<file path="config.mk">
export PLATFORM = sky130hd
export DESIGN_NAME = nibble_add_seq
export DESIGN_NICKNAME = d
export VERILOG_FILES = /design/src/rtl/nibble_add_seq_pkg.sv /design/src/rtl/nibble_add_seq.sv
export SDC_FILE = /design/constraint.sdc
export NUM_CORES = 1
export LEC_CHECK = 0
export ABC_AREA = 1
export CAP_MARGIN = 20
export CORE_MARGIN = 4
export CORE_UTILIZATION = 25
export DETAILED_ROUTE_END_ITERATION = 10
export MAX_ROUTING_LAYER = met4
export SYNTH_ARGS = -nofsm -noshare
export SYNTH_HDL_FRONTEND = slang
export SYNTH_SLANG_ARGS = --single-unit
</file>
<file path="constraint.sdc">
create_clock -name clk -period 1.6 [get_ports clk]
set_input_delay 0.48 -clock clk [delete_from_list [all_inputs] [get_ports clk]]
set_output_delay 0.48 -clock clk [all_outputs]
set_load 0.1 [all_outputs]
</file>
<file path="src/rtl/nibble_add_seq_pkg.sv">
// Shared definitions for the nibble-serial add/subtract sequencer.
package nibble_add_seq_pkg;

    // Width of one slice handed to the external carry-lookahead adder.
    localparam int NIB_W = 4;

    typedef enum logic [1:0] {
        IDLE    = 2'd0,
        DRIVE   = 2'd1,
        CAPTURE = 2'd2,
        DONE    = 2'd3
    } seq_state_e;

endpackage

</file>
<file path="src/rtl/nibble_add_seq.sv">
// Nibble-serial WIDTH-bit add/subtract sequencer. Operands are sliced into
// 4-bit nibbles and fed LSB-first to an external registered 4-bit adder.
// Each nibble's carry comes from the adder's registered cout, so every
// nibble takes two cycles: DRIVE (present inputs), then CAPTURE (collect).
// WIDTH must be a multiple of 4 and at least 4.
module nibble_add_seq
    import nibble_add_seq_pkg::*;
#(
    parameter int WIDTH = 16
) (
    input  logic             clk,
    input  logic             rst_n,
    input  logic             in_valid,
    output logic             in_ready,
    input  logic [WIDTH-1:0] op_a,
    input  logic [WIDTH-1:0] op_b,
    input  logic             op_sub,
    output logic             out_valid,
    input  logic             out_ready,
    output logic [WIDTH-1:0] result,
    output logic             carry_out,
    output logic             ovf,
    output logic [NIB_W-1:0] add_a,
    output logic [NIB_W-1:0] add_b,
    output logic             add_cin,
    input  logic [NIB_W-1:0] add_sum,
    input  logic             add_cout
);

    localparam int NNIB  = WIDTH / NIB_W;
    localparam int IDX_W = (NNIB > 1) ? $clog2(NNIB) : 1;
    localparam logic [IDX_W-1:0] LAST_IDX = IDX_W'(NNIB - 1);

    seq_state_e       state_q;
    logic [IDX_W-1:0] idx_q;
    logic [IDX_W-1:0] idx_d;
    logic [WIDTH-1:0] a_q;
    logic [WIDTH-1:0] b_q;        // already inverted when subtracting
    logic [WIDTH-1:0] result_q;
    logic             carry_out_q;
    logic             ovf_q;
    logic             in_ready_q;
    logic             out_valid_q;
    logic [NIB_W-1:0] add_a_q;
    logic [NIB_W-1:0] add_b_q;
    logic             add_cin_q;  // doubles as the chained carry register

    // Index of the nibble that follows the one being captured.
    always_comb begin
        idx_d = idx_q + 1'b1;
    end

    // Sequencer FSM; adder drive and handshake outputs are registered so they
    // change only on state transitions.
    always_ff @(posedge clk) begin
        if (!rst_n) begin
            state_q     <= IDLE;
            idx_q       <= '0;
            a_q         <= '0;
            b_q         <= '0;
            result_q    <= '0;
            carry_out_q <= 1'b0;
            ovf_q       <= 1'b0;
            in_ready_q  <= 1'b1;
            out_valid_q <= 1'b0;
            add_a_q     <= '0;
            add_b_q     <= '0;
            add_cin_q   <= 1'b0;
        end else begin
            case (state_q)
                IDLE: begin
                    // in_ready is high throughout IDLE, so in_valid alone accepts.
                    if (in_valid) begin
                        a_q        <= op_a;
                        b_q        <= op_b ^ {WIDTH{op_sub}};
                        idx_q      <= '0;
                        add_a_q    <= op_a[NIB_W-1:0];
                        add_b_q    <= op_b[NIB_W-1:0] ^ {NIB_W{op_sub}};
                        // Subtract is A + ~B + 1: the +1 enters as the first carry.
                        add_cin_q  <= op_sub;
                        in_ready_q <= 1'b0;
                        state_q    <= DRIVE;
                    end
                end
                DRIVE: begin
                    // The adder registers its inputs on this edge; release the bus.
                    add_a_q   <= '0;
                    add_b_q   <= '0;
                    add_cin_q <= 1'b0;
                    state_q   <= CAPTURE;
                end
                CAPTURE: begin
                    result_q[idx_q*NIB_W +: NIB_W] <= add_sum;
                    if (idx_q == LAST_IDX) begin
                        carry_out_q <= add_cout;
                        // Signed overflow: operand signs agree but the sum's sign differs.
                        ovf_q       <= (a_q[WIDTH-1] == b_q[WIDTH-1]) &&
                                       (add_sum[NIB_W-1] != a_q[WIDTH-1]);
                        out_valid_q <= 1'b1;
                        state_q     <= DONE;
                    end else begin
                        idx_q     <= idx_d;
                        add_a_q   <= a_q[idx_d*NIB_W +: NIB_W];
                        add_b_q   <= b_q[idx_d*NIB_W +: NIB_W];
                        add_cin_q <= add_cout;
                        state_q   <= DRIVE;
                    end
                end
                DONE: begin
                    // Result is held until the consumer takes it; no timeout.
                    if (out_ready) begin
                        out_valid_q <= 1'b0;
                        in_ready_q  <= 1'b1;
                        state_q     <= IDLE;
                    end
                end
                default: begin
                    state_q <= IDLE;
                end
            endcase
        end
    end

    assign in_ready  = in_ready_q;
    assign out_valid = out_valid_q;
    assign result    = result_q;
    assign carry_out = carry_out_q;
    assign ovf       = ovf_q;
    assign add_a     = add_a_q;
    assign add_b     = add_b_q;
    assign add_cin   = add_cin_q;

endmodule

</file>
# Yosys cells after proc, flatten, opt, wreduce, memory -nomap -nowiden
# Cells that the tools add are included.
# totals
out_inout_bits	29
elab_cells	66
reg_bits	65
# op_classes
n_eq_ne	10
bitwise_logic	2
shifts	4
muxes	23
reduce_logical	13
add_sub_neg	2
# op_table
operator	count
$neg 4->34	1
$shift 4x34->16 const A	1
$shiftx 4x34->16	1
$shiftx 16x5->4	2
$pmux 4 s3	2
$bwmux 16	1
$mux 4	4
$xor 16x16->16	1
$reduce_and 3->1	4
$mux 2	5
$ne 2x2->1 const B	4
$pmux 2 s4	1
$eq 2x2->1 const B	3
$mux 1	6
$reduce_and 2->1	3
$reduce_bool 2->1	3
$pmux 1 s2	2
$pmux 2 s2	1
$xor 4x4->4	1
$pmux 1 s3	1
$reduce_bool 3->1	1
$add 2x1->2 const B	1
$eq 2x1->1 const B	1
$logic_not 2->1	1
3 further kinds	3

# Longest topological paths before layout
# logic_depth
depth_word	4
depth_mapped	10

# Worst setup path after synthesis
# OpenSTA, ideal clock, no wires.
# synth_path
kind	reg-to-reg
start	reg idx_q[0]
end	reg result_q[12] (netlist: result[12])
setup_time_ps	70
n_path_buf	2
setup_slack_ps	45
arrival_time_ps	1485
synth_period_minus_slack_ps	1555
path_stages_with_launch	8
path_cell_list	dfxtp_1 -> inv_2 -> buf_2 -> ha_1 -> buf_2 -> nor3_2 -> nand2_1 -> a21oi_1
# synth_via
elab_chain_len	3
word_cells_on_any_way	4
cone_classes	1 x add/sub; 2 x shift; 1 x mux
# synth_rtl
element	line_no	text
from (decl)	nibble_add_seq.sv:35	logic [IDX_W-1:0] idx_q;
from (signal assigned)	nibble_add_seq.sv:102	idx_q <= idx_d;
$neg 4->34 (*)	nibble_add_seq.sv:93	result_q[idx_q*NIB_W +: NIB_W] <= add_sum;
$shiftx 4x34->16 or $shift 4x34->16 (tied branches)	nibble_add_seq.sv:93	
$bwmux 16 (*)	nibble_add_seq.sv:93	
to (signal, indexed assignment)	nibble_add_seq.sv:93	
to (decl)	nibble_add_seq.sv:39	logic [WIDTH-1:0] result_q;
# Every way passes the cells marked *; elsewhere a longest branch is shown, timed or not.
# A chain may end at the register's enable or synchronous reset.

# Worst setup path in the final report
# layout_path
start	reg state_q[0]
end	reg result_q[1] (netlist: result[1])
# layout_via
elab_chain_len	1
# layout_rtl
element	line_no	text
from (decl)	nibble_add_seq.sv:34	seq_state_e state_q;
from (signal assigned)	nibble_add_seq.sv:57	state_q <= IDLE;
from (signal assigned)	nibble_add_seq.sv:82	state_q <= DRIVE;
from (signal assigned)	nibble_add_seq.sv:90	state_q <= CAPTURE;
$eq 2x2->1	nibble_add_seq.sv:70	case (state_q)
# Every way passes these cells.

==> out/results.txt <==
required time of the worst setup path = 1.86 ns
most common cell after layout, fill and taps aside = nand2_1
Setup CP Type = flop to flop
initial antenna violation count = 0
Tcrit/Tclk final = 0.924
Initial Util = 0.255
CP startpoint = state_q[0]
Die W = 121 µm
ant diodes = 0
CTS clk-pin slew, worst paths = 0.06 ns
fin crit period = 1.48 ns
Leak Pwr = 2.02 nW
post-detailed-route DRC marker count = 0
post-CTS setup buffers = 0
root buffer cell = clkbuf_16
Nets = 572
setup violators final = 0
via-per-instance ratio = 4.40
Crit path max-delay family = simple AND/OR/NAND/NOR gates
CORE AREA = 0.0126 mm²
share of cells above drive strength 1 = 0.197
die area = 0.0147 mm²
worst path bufs/invs = 2
RSZ-0062 raised after global routing = yes
DPL Wire Length = 6760 µm
Max-slew headroom = 0.820
post-route cell area = 0.00487 mm²
vias in the first global route = 3074
crit path max fanout = 5
maximum clock path buffer count = 2
drt total wl = 8860 µm
Yosys reg bits = 65
RD Place Congestion = 0.766
via count = 3079
Cell variety after synth = 28
Highest Clock Rate = 676 MHz
first-pass GRT wire length = 14500 µm
Worst Skew = 0.0103 ns
status = finished, final reports clean
Layout area overhead = 51.6%
crit-path most repeated cell = nand2_1
H-tree Lvls = 3
overall global routing resource usage = 0.126
Hold Vio Cnt, Final = 0
slowest cell delay on critical path = 0.32 ns
I/O pin count = 71
CTS tree = yes
largest net degree at the start of global routing = 31
startpoint types = flop
Worst path slowest cell = dfxtp_1
Routed Antenna Nets = 0
hold path startpoint = a_q[11]
Post-Syn Nets = 490
sequential fraction of the synthesis area = 0.405
Slew Limit Fails = 0
gr ovfl total = 0
PortBufs = 70
post-route setup slack = 0.122 ns
Synth Area per Inst = 7.31 µm²
Sink Count = 65
DRT iter0 DRCs = 201
crit path DAT = 1.74 ns
Cells after Synth = 440
Skew-Pair Late Insertion Delay = 0.33 ns
Worst R2R Start = state_q[0]
pwr dens = 1470 mW/mm²
Max VDD drop = 0.546 mV
Ys Warns = 0
measured slew at the worst slew-check pin = 0.270 ns
Die Ht = 121 µm
most frequent cells in the layout = nand2_1, dfxtp_1, a21oi_1
Rows = 41
Placement Setup Slack = -0.167 ns
CP endpoint kind = flop
Pre-antenna DRT Iters = 4
Min-Delay Path Class = flop to flop
drt wl/cell = 12.7 µm
Syn Std Cell Area = 0.00321 mm²
Placed Instance Area = 0.00452 mm²
Max-Cap Viols = 0
sequence of cells on the critical path = inv_1 -> ha_2 -> buf_4 -> nand2_1 -> nor2_2 -> nand2_1 -> a21oi_1
CTS Buf Count = 9
[cells in the mapped netlist]
cell      count  share of area
nor3_2        2         0.0062
nand3_1      31          0.048
o21ai_0       8          0.012
nor3_1        2         0.0031
o21ai_1      28          0.044
a211oi_1      4         0.0093
a21oi_2       8          0.022
dfxtp_1      65           0.40
inv_1        55          0.064
a21boi_1      1         0.0023
nand2_1     101           0.12
nor2_4        1         0.0035
xnor2_1      12          0.033
o211ai_1      2         0.0047
a21oi_1      58          0.090
buf_2        18          0.028
nand3b_1      1         0.0023
inv_2         7         0.0082
nand2_8       1         0.0062
o21ai_2       8          0.022
clkbuf_1      1         0.0012
buf_6         4          0.014
nor2_1        9          0.011
o22ai_1       1         0.0019
ha_1          8          0.031
nor2_2        2         0.0039
nand2_2       1         0.0019
nand2_4       1         0.0035
[power by group]
group	internal [mW]	leakage (nW)	total [mW]	switching, mW
Combinational	1.10	1.32	2.89	1.79
Clock	1.41	0.163	2.16	0.745
Sequential	1.92	0.534	2.13	0.212
[through the flow]
step	hold slack, ns	TNS [ns]	power, mW	utilization	std cells
after global routing	0.471	-0.00497	7.58	0.386	699
after global placement	0.437	-3.42	4.97	0.359	683
after CTS	0.453	0	7.21	0.385	699
after detailed placement	0.444	-5.33	5.03	0.359	683
final	0.453	0	7.18	0.386	699
after floorplan	0.429	0	4.01	-	440
[flip-flops by register name, summed over array words and instances (netlist names)]
register,count
state_q,2
out_valid,1
ovf,1
b_q,16
add_b,4
add_a,4
carry_out,1
add_cin,1
result,16
a_q,16
in_ready,1
idx_q,2
[cell type report]
type	instances	area, µm²
Fill cell	1297	7750
Multi-Input combinational cell	290	1560
Sequential cell	65	1300
Timing Repair Buffer	94	1230
Clock buffer	10	239
Inverter	62	233
Tap cell	172	215
Clock inverter	6	91.3
[final timing paths]
path | to | slack (ns) | cells after the start
max reg2reg | result[1] | 0.12 | 7
min reg2reg | a_q[11] | 0.45 | 2
max | result[1] | 0.12 | 7
min | a_q[11] | 0.45 | 2
[metal layers]
| layer | GRT usage | part of all wire | vias to the layer above |
|---|---|---|---|
| met2 | 0.194 | 0.47 | 101 |
| met5 | - | 0 | - |
| met4 | 0.0385 | 0.015 | 0 |
| li1 | - | - | 1590 |
| met3 | 0.0303 | 0.060 | 10 |
| met1 | 0.165 | 0.46 | 1378 |
[worst min-delay path: stages (launching register included)]
cell and delay, ns:
dfxtp_1 0.29, inv_1 0.06, a21oi_1 0.06
[cells by family (layout without fill, tap and decap cells)]
group,after synthesis,count (layout),synth area share
adders and majority gates,8,8,0.0311
and+or+nand+nor,152,152,0.207
xor gates and xnor gates,12,12,0.0327
buffers and inverters,85,172,0.116
DFF,65,65,0.405
AOI/OAI and AO/OA,118,118,0.208
[what timing repair did]
action	in CTS	in global routing
setup endpoints to repair	0	20
gates resized for setup	0	4
hold buffers	0	0
No activity file was read; power rests on OpenSTA's default activity.
